===== src/rtl/mips_pkg.sv =====
// Shared MIPS datapath definitions: ALU opcodes and the multiply sequencer state encoding.
package mips_pkg;

    localparam logic [2:0] ALUOP_AND = 3'b000;
    localparam logic [2:0] ALUOP_OR  = 3'b001;
    localparam logic [2:0] ALUOP_ADD = 3'b010;
    localparam logic [2:0] ALUOP_SUB = 3'b110;
    localparam logic [2:0] ALUOP_SLT = 3'b111;

    typedef enum logic [2:0] {
        IDLE,
        ITER,
        NEG_LO,
        NEG_HI,
        NEG_DEC,
        DONE
    } mult_state_t;

    function automatic logic is_busy_state(input mult_state_t s);
        return (s == ITER) || (s == NEG_LO) || (s == NEG_HI) || (s == NEG_DEC);
    endfunction

endpackage


===== src/rtl/mips_mult_seq.sv =====
// Shift-add multiply sequencer driving the shared datapath ALU; product lands in hi/lo.
// Signed MULT support is enabled with `define MIPS_MULT_SIGNED_EN.
module mips_mult_seq
    import mips_pkg::*;
#(
    parameter int unsigned WIDTH = 32,
    parameter int unsigned CNT_W = $clog2(WIDTH) + 1
) (
    input  logic             clk,
    input  logic             reset,
    input  logic             start,
    input  logic [WIDTH-1:0] a_in,
    input  logic [WIDTH-1:0] b_in,
    input  logic             signed_op,
    output logic             busy,
    output logic             done,
    output logic [WIDTH-1:0] hi,
    output logic [WIDTH-1:0] lo,
    output logic [WIDTH-1:0] alu_a,
    output logic [WIDTH-1:0] alu_b,
    output logic [2:0]       alu_op,
    input  logic [WIDTH-1:0] alu_result,
    input  logic             alu_cout
);

    localparam logic [CNT_W-1:0] LAST_ITER = CNT_W'(WIDTH - 1);

    mult_state_t      state_q, state_d;
    logic [WIDTH-1:0] mcand_q, mcand_d;
    logic [WIDTH-1:0] hi_q, hi_d;
    logic [WIDTH-1:0] lo_q, lo_d;
    logic [CNT_W-1:0] count_q, count_d;
    logic             neg_q, neg_d;
    logic             lz_q, lz_d;
    logic             busy_q, busy_d;
    logic             done_q, done_d;
    logic [WIDTH-1:0] alu_a_q, alu_a_d;
    logic [WIDTH-1:0] alu_b_q, alu_b_d;
    logic [2:0]       alu_op_q, alu_op_d;

`ifndef MIPS_MULT_SIGNED_EN
    logic unused_signed_op;
    assign unused_signed_op = signed_op;
`endif

    always_ff @(posedge clk) begin
        if (reset) state_q <= IDLE;
        else       state_q <= state_d;
    end

    always_comb begin
        state_d = state_q;
        case (state_q)
            IDLE:    if (start) state_d = ITER;
            ITER:    if (count_q == LAST_ITER) state_d = neg_q ? NEG_LO : DONE;
            NEG_LO:  state_d = NEG_HI;
            NEG_HI:  state_d = NEG_DEC;
            NEG_DEC: state_d = DONE;
            DONE:    state_d = IDLE;
            default: state_d = IDLE;
        endcase
    end

    // Datapath next values, then the registered ALU drive for the state being entered.
    always_comb begin
        mcand_d = mcand_q;
        hi_d    = hi_q;
        lo_d    = lo_q;
        count_d = count_q;
        neg_d   = neg_q;
        lz_d    = lz_q;
        case (state_q)
            IDLE: begin
                if (start) begin
                    mcand_d = a_in;
                    hi_d    = '0;
                    lo_d    = b_in;
                    count_d = '0;
                    neg_d   = 1'b0;
`ifdef MIPS_MULT_SIGNED_EN
                    if (signed_op) begin
                        neg_d = a_in[WIDTH-1] ^ b_in[WIDTH-1];
                        if (a_in[WIDTH-1]) mcand_d = -a_in;
                        if (b_in[WIDTH-1]) lo_d    = -b_in;
                    end
`endif
                end
            end
            ITER: begin
                hi_d    = {alu_cout, alu_result[WIDTH-1:1]};
                lo_d    = {alu_result[0], lo_q[WIDTH-1:1]};
                count_d = count_q + CNT_W'(1);
            end
            NEG_LO: begin
                lo_d = alu_result;
                lz_d = (lo_q == '0);
            end
            NEG_HI:  hi_d = alu_result;
            NEG_DEC: hi_d = alu_result;
            default: ;
        endcase

        busy_d   = is_busy_state(state_d);
        done_d   = (state_d == DONE);
        alu_a_d  = '0;
        alu_b_d  = '0;
        alu_op_d = ALUOP_AND;
        case (state_d)
            ITER: begin
                alu_a_d  = hi_d;
                alu_b_d  = lo_d[0] ? mcand_d : '0;
                alu_op_d = ALUOP_ADD;
            end
            NEG_LO: begin
                alu_b_d  = lo_d;
                alu_op_d = ALUOP_SUB;
            end
            NEG_HI: begin
                alu_b_d  = hi_d;
                alu_op_d = ALUOP_SUB;
            end
            NEG_DEC: begin
                // Borrow from the low half unless it negated to zero.
                alu_a_d  = hi_d;
                alu_b_d  = {{(WIDTH-1){1'b0}}, ~lz_d};
                alu_op_d = ALUOP_SUB;
            end
            default: ;
        endcase
    end

    always_ff @(posedge clk) begin
        if (reset) begin
            mcand_q  <= '0;
            hi_q     <= '0;
            lo_q     <= '0;
            count_q  <= '0;
            neg_q    <= 1'b0;
            lz_q     <= 1'b0;
            busy_q   <= 1'b0;
            done_q   <= 1'b0;
            alu_a_q  <= '0;
            alu_b_q  <= '0;
            alu_op_q <= ALUOP_AND;
        end else begin
            mcand_q  <= mcand_d;
            hi_q     <= hi_d;
            lo_q     <= lo_d;
            count_q  <= count_d;
            neg_q    <= neg_d;
            lz_q     <= lz_d;
            busy_q   <= busy_d;
            done_q   <= done_d;
            alu_a_q  <= alu_a_d;
            alu_b_q  <= alu_b_d;
            alu_op_q <= alu_op_d;
        end
    end

    assign busy   = busy_q;
    assign done   = done_q;
    assign hi     = hi_q;
    assign lo     = lo_q;
    assign alu_a  = alu_a_q;
    assign alu_b  = alu_b_q;
    assign alu_op = alu_op_q;

endmodule


===== config.mk =====
export PLATFORM = sky130hd
export DESIGN_NAME = mips_mult_seq
export DESIGN_NICKNAME = d
export VERILOG_FILES = /design/src/rtl/mips_pkg.sv /design/src/rtl/mips_mult_seq.sv
export SDC_FILE = /design/constraint.sdc
export NUM_CORES = 1
export LEC_CHECK = 0
export BUFFER_PORTS_ARGS = -buffer_cell sky130_fd_sc_hd__buf_2
export CAP_MARGIN = 20
export CORE_MARGIN = 2
export CORE_UTILIZATION = 45
export CTS_BUF_LIST = sky130_fd_sc_hd__clkbuf_8 sky130_fd_sc_hd__clkbuf_16
export DETAILED_ROUTE_END_ITERATION = 7
export GPL_ROUTABILITY_DRIVEN = 1
export GPL_TIMING_DRIVEN = 0
export PLACE_DENSITY = 0.76
export SKIP_LAST_GASP = 1
export SLEW_MARGIN = 0
export SYNTH_ARGS = -nofsm -noshare
export SYNTH_HDL_FRONTEND = slang
export SYNTH_SLANG_ARGS = --single-unit

===== constraint.sdc =====
create_clock -name clk -period 1.5 [get_ports clk]
set_input_delay 0.15 -clock clk [delete_from_list [all_inputs] [get_ports clk]]
set_output_delay 0.15 -clock clk [all_outputs]
set_load 0.02 [all_outputs]

After elaboration in Yosys (flattened, before gate mapping)
Cells that the tools add are included.

Eq/ne operators: 11. Add/subtract/negate cells: 1. Reduce and logical (&&, ||, !) cells: 11. Muxes and demuxes: 15. Bitwise operators: 2.

Operators by type and width (count): $pmux W32 S3 (2); $mux W32 (5); $pmux W32 S4 (1); $logic_not A32 Y1 (1); $pmux W3 S5 (1); $eq A3 B2 Y1 const B (4); $pmux W6 S2 (1); $eq A3 B3 Y1 const B (3); $add A6 B1 Y6 const B (1); $eq A3 B1 Y1 const B (2); $eq A6 B5 Y1 const B (1); $mux W3 (2); $mux W6 (1); $pmux W3 S2 (1); $reduce_or A2 Y1 (3); $logic_not A3 Y1 (1); $logic_or A1 B1 Y1 (3); $reduce_or A3 Y1 (1); $ne A2 B2 Y1 const B (1); $not A1 Y1 (2); $reduce_and A2 Y1 (1); $reduce_bool A2 Y1 (1); $mux W1 (1).

Input bits: 101. Logic and storage cells: 51. Register bits after elaboration: 175. Output and inout port bits: 133.

Logic depth before layout (Yosys ltp)
Word-level depth: 7. Gate-level depth with buffers: 7.

Least setup slack after synthesis
Ideal clock, no wire load.

Path kind: reg-to-reg. From: reg state_q[1]. To: reg alu_a_q[11] (netlist: alu_a[11]). Path buffers: 3. Period minus slack after synthesis: 1624 ps. Library setup time: 129 ps. Cell stages (with the launch flop): 8. Slack: -124 ps. Arrival: 1495 ps. Cells stage by stage: dfxtp_1 > buf_6 > buf_4 > nor3b_1 > a21o_1 > buf_2 > a222oi_1 > nor2_1.

Longest elaborated chain between the ends: 6.

Ends and longest elaborated chain: start: declaration (RTL line mips_mult_seq.sv:28) `mult_state_t state_q, state_d;`; start signal: assignment (RTL line mips_mult_seq.sv:48) `else state_q <= state_d;`; $eq A3 B3 Y1 (tied with other cells) (RTL line mips_mult_seq.sv:53, mips_mult_seq.sv:72); $pmux W3 S5 (RTL line mips_mult_seq.sv:53) `case (state_q)`; $eq A3 B1 Y1 or $eq A3 B3 Y1 (tied branches) (RTL line mips_mult_seq.sv:108) `case (state_d)`; $reduce_or A2 Y1 (no source line); $not A1 Y1 (no source line); $reduce_or A2 Y1 (no source line); end signal: assignment (RTL line mips_mult_seq.sv:154) `alu_a_q <= alu_a_d;`; end: declaration (RTL line mips_mult_seq.sv:37) `logic [WIDTH-1:0] alu_a_q, alu_a_d;`.

Several ways; a longest one is shown, not always the timed one. A chain may end at the register's enable or synchronous reset.

Final worst setup path
From: reg state_q[1]. To: reg hi_q[31] (netlist: hi[31]).

Longest elaborated chain between the ends: 3.

Ends and longest elaborated chain: $eq A3 B3 Y1 or $eq A3 B2 Y1 (tied branches) (RTL line mips_mult_seq.sv:72) `case (state_q)`; $reduce_or A2 Y1 (no source line); $pmux W32 S3 * (RTL line mips_mult_seq.sv:72); end signal: assignment (RTL line mips_mult_seq.sv:147) `hi_q <= hi_d;`; end: declaration (RTL line mips_mult_seq.sv:30) `logic [WIDTH-1:0] hi_q, hi_d;`.

Every way passes the cells marked *; elsewhere a longest branch is shown, timed or not.

==> impl_results.md <==
* Status: finished, violations left
* Failing checks: negative setup slack
* Synth cell types at roughly 50
* Vias in the first global route at around 6400
* P_leak at approximately 4.3 nW
* RSZ-0062 raised after global routing: true
* Hold WC Path Type: in2reg
* Worst setup path category: reg2reg
* Max Freq at between 0.5 and 0.6 GHz
* Max Cap Viol at 0
* Iter 0 DRT Violations at 1093
* Antenna Cells at 0
* Post-DP Area at ~8000 um^2
* Setup Skew at 10.2 ps
* Final wirelength at 24000 um
* H-tree levels at 4
* PwrDens at approximately 1100 nW/um^2
* GRT Total Usage at 28.9%
* IO Port Bufs at 230
* Hold path cells at 3
* CP max-delay cell: a222oi_1
* Final period utilization at 125%
* Root Buffer: clkbuf_16
* Post-synthesis net count at between 700 and 800
* Crit path time final at between 1500 and 2000 ps
* Initial Util at between 40 and 50%
* Clock-pin slew on the worst setup and hold paths at 70 ps
* Power Total at 0.0111 W
* Final hold violations at 0
* Drt wl/cell at slightly above 20 um
* Worst Path Arrival at around 2200 ps
* Post-synthesis sequential area ratio at a little over half
* Final Slew Violations at 0
* Largest net degree at the start of global routing at 17
* Most common cell after layout, fill and taps aside: buf_2
* Most frequent cells in the layout: buf_2 (235), dfxtp_1 (168), nor2_1 (70)
* Initial antenna violation count at 0
* Vias at between 6000 and 7000
* Die width at around 130 um
* Syn_area_per_cell at between 9 and 10 um^2
* EDFF count, synth at 0
* Setup WS post-layout at -368 ps
* CP Capture Type: register
* GR Overflow Total at 0
* Routed vias/inst at between 5 and 6
* Routed Antenna Nets at 0
* Synth Instances at ~680
* VDD IR max at roughly 0.00092 V
* Area grow syn2layout at 50.0%
* Prevailing post-synth register cell: dfxtp_1
* Routability congestion estimate from global placement at around 0.96
* Longest Clk Path Bufs at 2
* Core ar. at 14500 um^2
* Worst Setup Start Kind: register
* Slew at the pin with the worst max-slew slack at ~930 ps
* Nets at approximately 1100
* Critical Path RT at about 1800 ps
* Sink Count at 174
* First drt pass iteration count at 7
* # rows at 44
* Register area at about 3500 um^2
* CTS tree: built
* Layout Cell Area excl Fill at between 9000 and 10000 um^2
* Async set-or-reset flop fraction in the synthesized netlist at 0%
* CP cell instances: buf_6 -> o21ba_4 -> o21ai_4 -> clkbuf_16 -> a222oi_1 -> nor2_1
* Worst reg-to-reg setup slack at -370 ps
* Area of the multi-input gates at between 3000 and 4000 um^2
* Worst reg-to-reg path cell count at 6
* Fin util at 68.7%
* Remaining DRCs at 0
* Clk_lat worst skew at 440 ps
* Die H at 125 um
* Final setup viols at 170
* Post-synthesis register bit count at 174
* Detail Placement HPWL at about 17000 um
* Yosys warns at 0
* Fillers at 1090
* Crit-path max cell delay at 570 ps
* Die area at about 16000 um^2
* Slew headroom at 38.2%
* I/O pin cnt at approximately 230
* Layout cells sized above 1 at 47.0%
* First-pass GRT wire length at ~36000 um
* CTS Buf Count at 17
* Mapped Area at between 6000 and 7000 um^2
* Crit-path max FO at 6
[registers in the layout (all words and copies together), names as in the netlist]
| register | flops |
|---|---|
| state_q | 3 |
| lo | 32 |
| lz_q | 1 |
| mcand_q | 32 |
| busy | 1 |
| done | 1 |
| count_q | 6 |
| hi | 32 |
| alu_a | 32 |
| alu_op | 2 |
| alu_b | 32 |
[kinds of logic (layout without fill, tap and decap cells)]
logic type | after synthesis | count (layout) | share of synthesized area [%]
DFF | 174 | 174 | 52.5
buffers and inverters | 70 | 386 | 5.28
muxes | 32 | 32 | 5.44
AOI/OAI and AO/OA | 190 | 191 | 21.4
other | 1 | 1 | 0.0566
and+or+nand+nor | 211 | 211 | 15.1
adders and majority gates | 1 | 1 | 0.189
[what timing repair did]
action	4_1_cts	5_1_grt
hold endpoints to repair	7	0
pin swaps	39	32
gates resized for setup	117	65
hold buffers	7	0
buffers inserted	30	5
cloned	10	4
endpoints found under the setup margin	170	171
[metrics by stage]
stage                     setup slack, ps  hold slack, ps  TNS (ps)  cells
after CTS                            -213            1.45    -21020   1172
after global routing                 -427            20.1    -34090   1180
after detailed placement             -598             441    -56870   1093
final                                -368            8.70    -23270   1180
after floorplan                     -28.9             318      -685    679
after global placement               -611             427    -57550   1093
[report_power, final]
group          total [W]  internal, W  switching, W
combinational    0.00177     0.000822      0.000948
sequential       0.00496      0.00481      0.000150
clock            0.00433      0.00242       0.00190
total             0.0111      0.00806       0.00300
[routing by layer]
| layer | up-vias | track usage (%) | share of wire (%) |
|---|---|---|---|
| met5 | - | 0 | 0 |
| met4 | 0 | 11.0 | 3.5 |
| met3 | 71 | 5.86 | 8.6 |
| met2 | 405 | 46.9 | 47 |
| met1 | 3269 | 38.1 | 40 |
| li1 | 3128 | - | - |
[critical path: cells and delay by family, from the launching register on]
kind	cells	cell delay, ps
AO/OA/AOI/OAI	3	890
buffers and inverters	2	310
flip-flops	1	360
AND/OR/NAND/NOR	1	160
[final cells by class]
cell class | instances | share of cell area [%]
flip-flops and latches | 174 | 35.2
multi-input cells | 436 | 33.4
repair buffers | 284 | 17.3
plain buffers | 63 | 5.71
clock buffers | 20 | 4.69
well taps | 184 | 2.32
clock inverters | 12 | 1.12
inverters | 7 | 0.264
[synthesized netlist by cell type (all sizes together), types with 3 or more instances]
master,n,share of area (%)
o211ai,33,3.8
nor2,82,4.6
nor4,8,0.75
inv,7,0.40
mux2,32,5.4
o21ai,6,0.51
a21oi,72,5.4
nand2,65,3.7
nor3b,4,0.62
dfxtp,174,53
nand3,4,0.30
a222oi,62,9.4
nor2b,33,3.1
buf,31,3.1
clkbuf,32,1.8
a211oi,3,0.42
[worst paths after layout]
check,end,from
setup reg to reg,hi[31],state_q[1]
hold / removal,lo[6],b_in[6]
setup / recovery,hi[31],state_q[1]
hold reg to reg,lz_q,lz_q
Note: power is estimated with default switching activity, not from simulation.
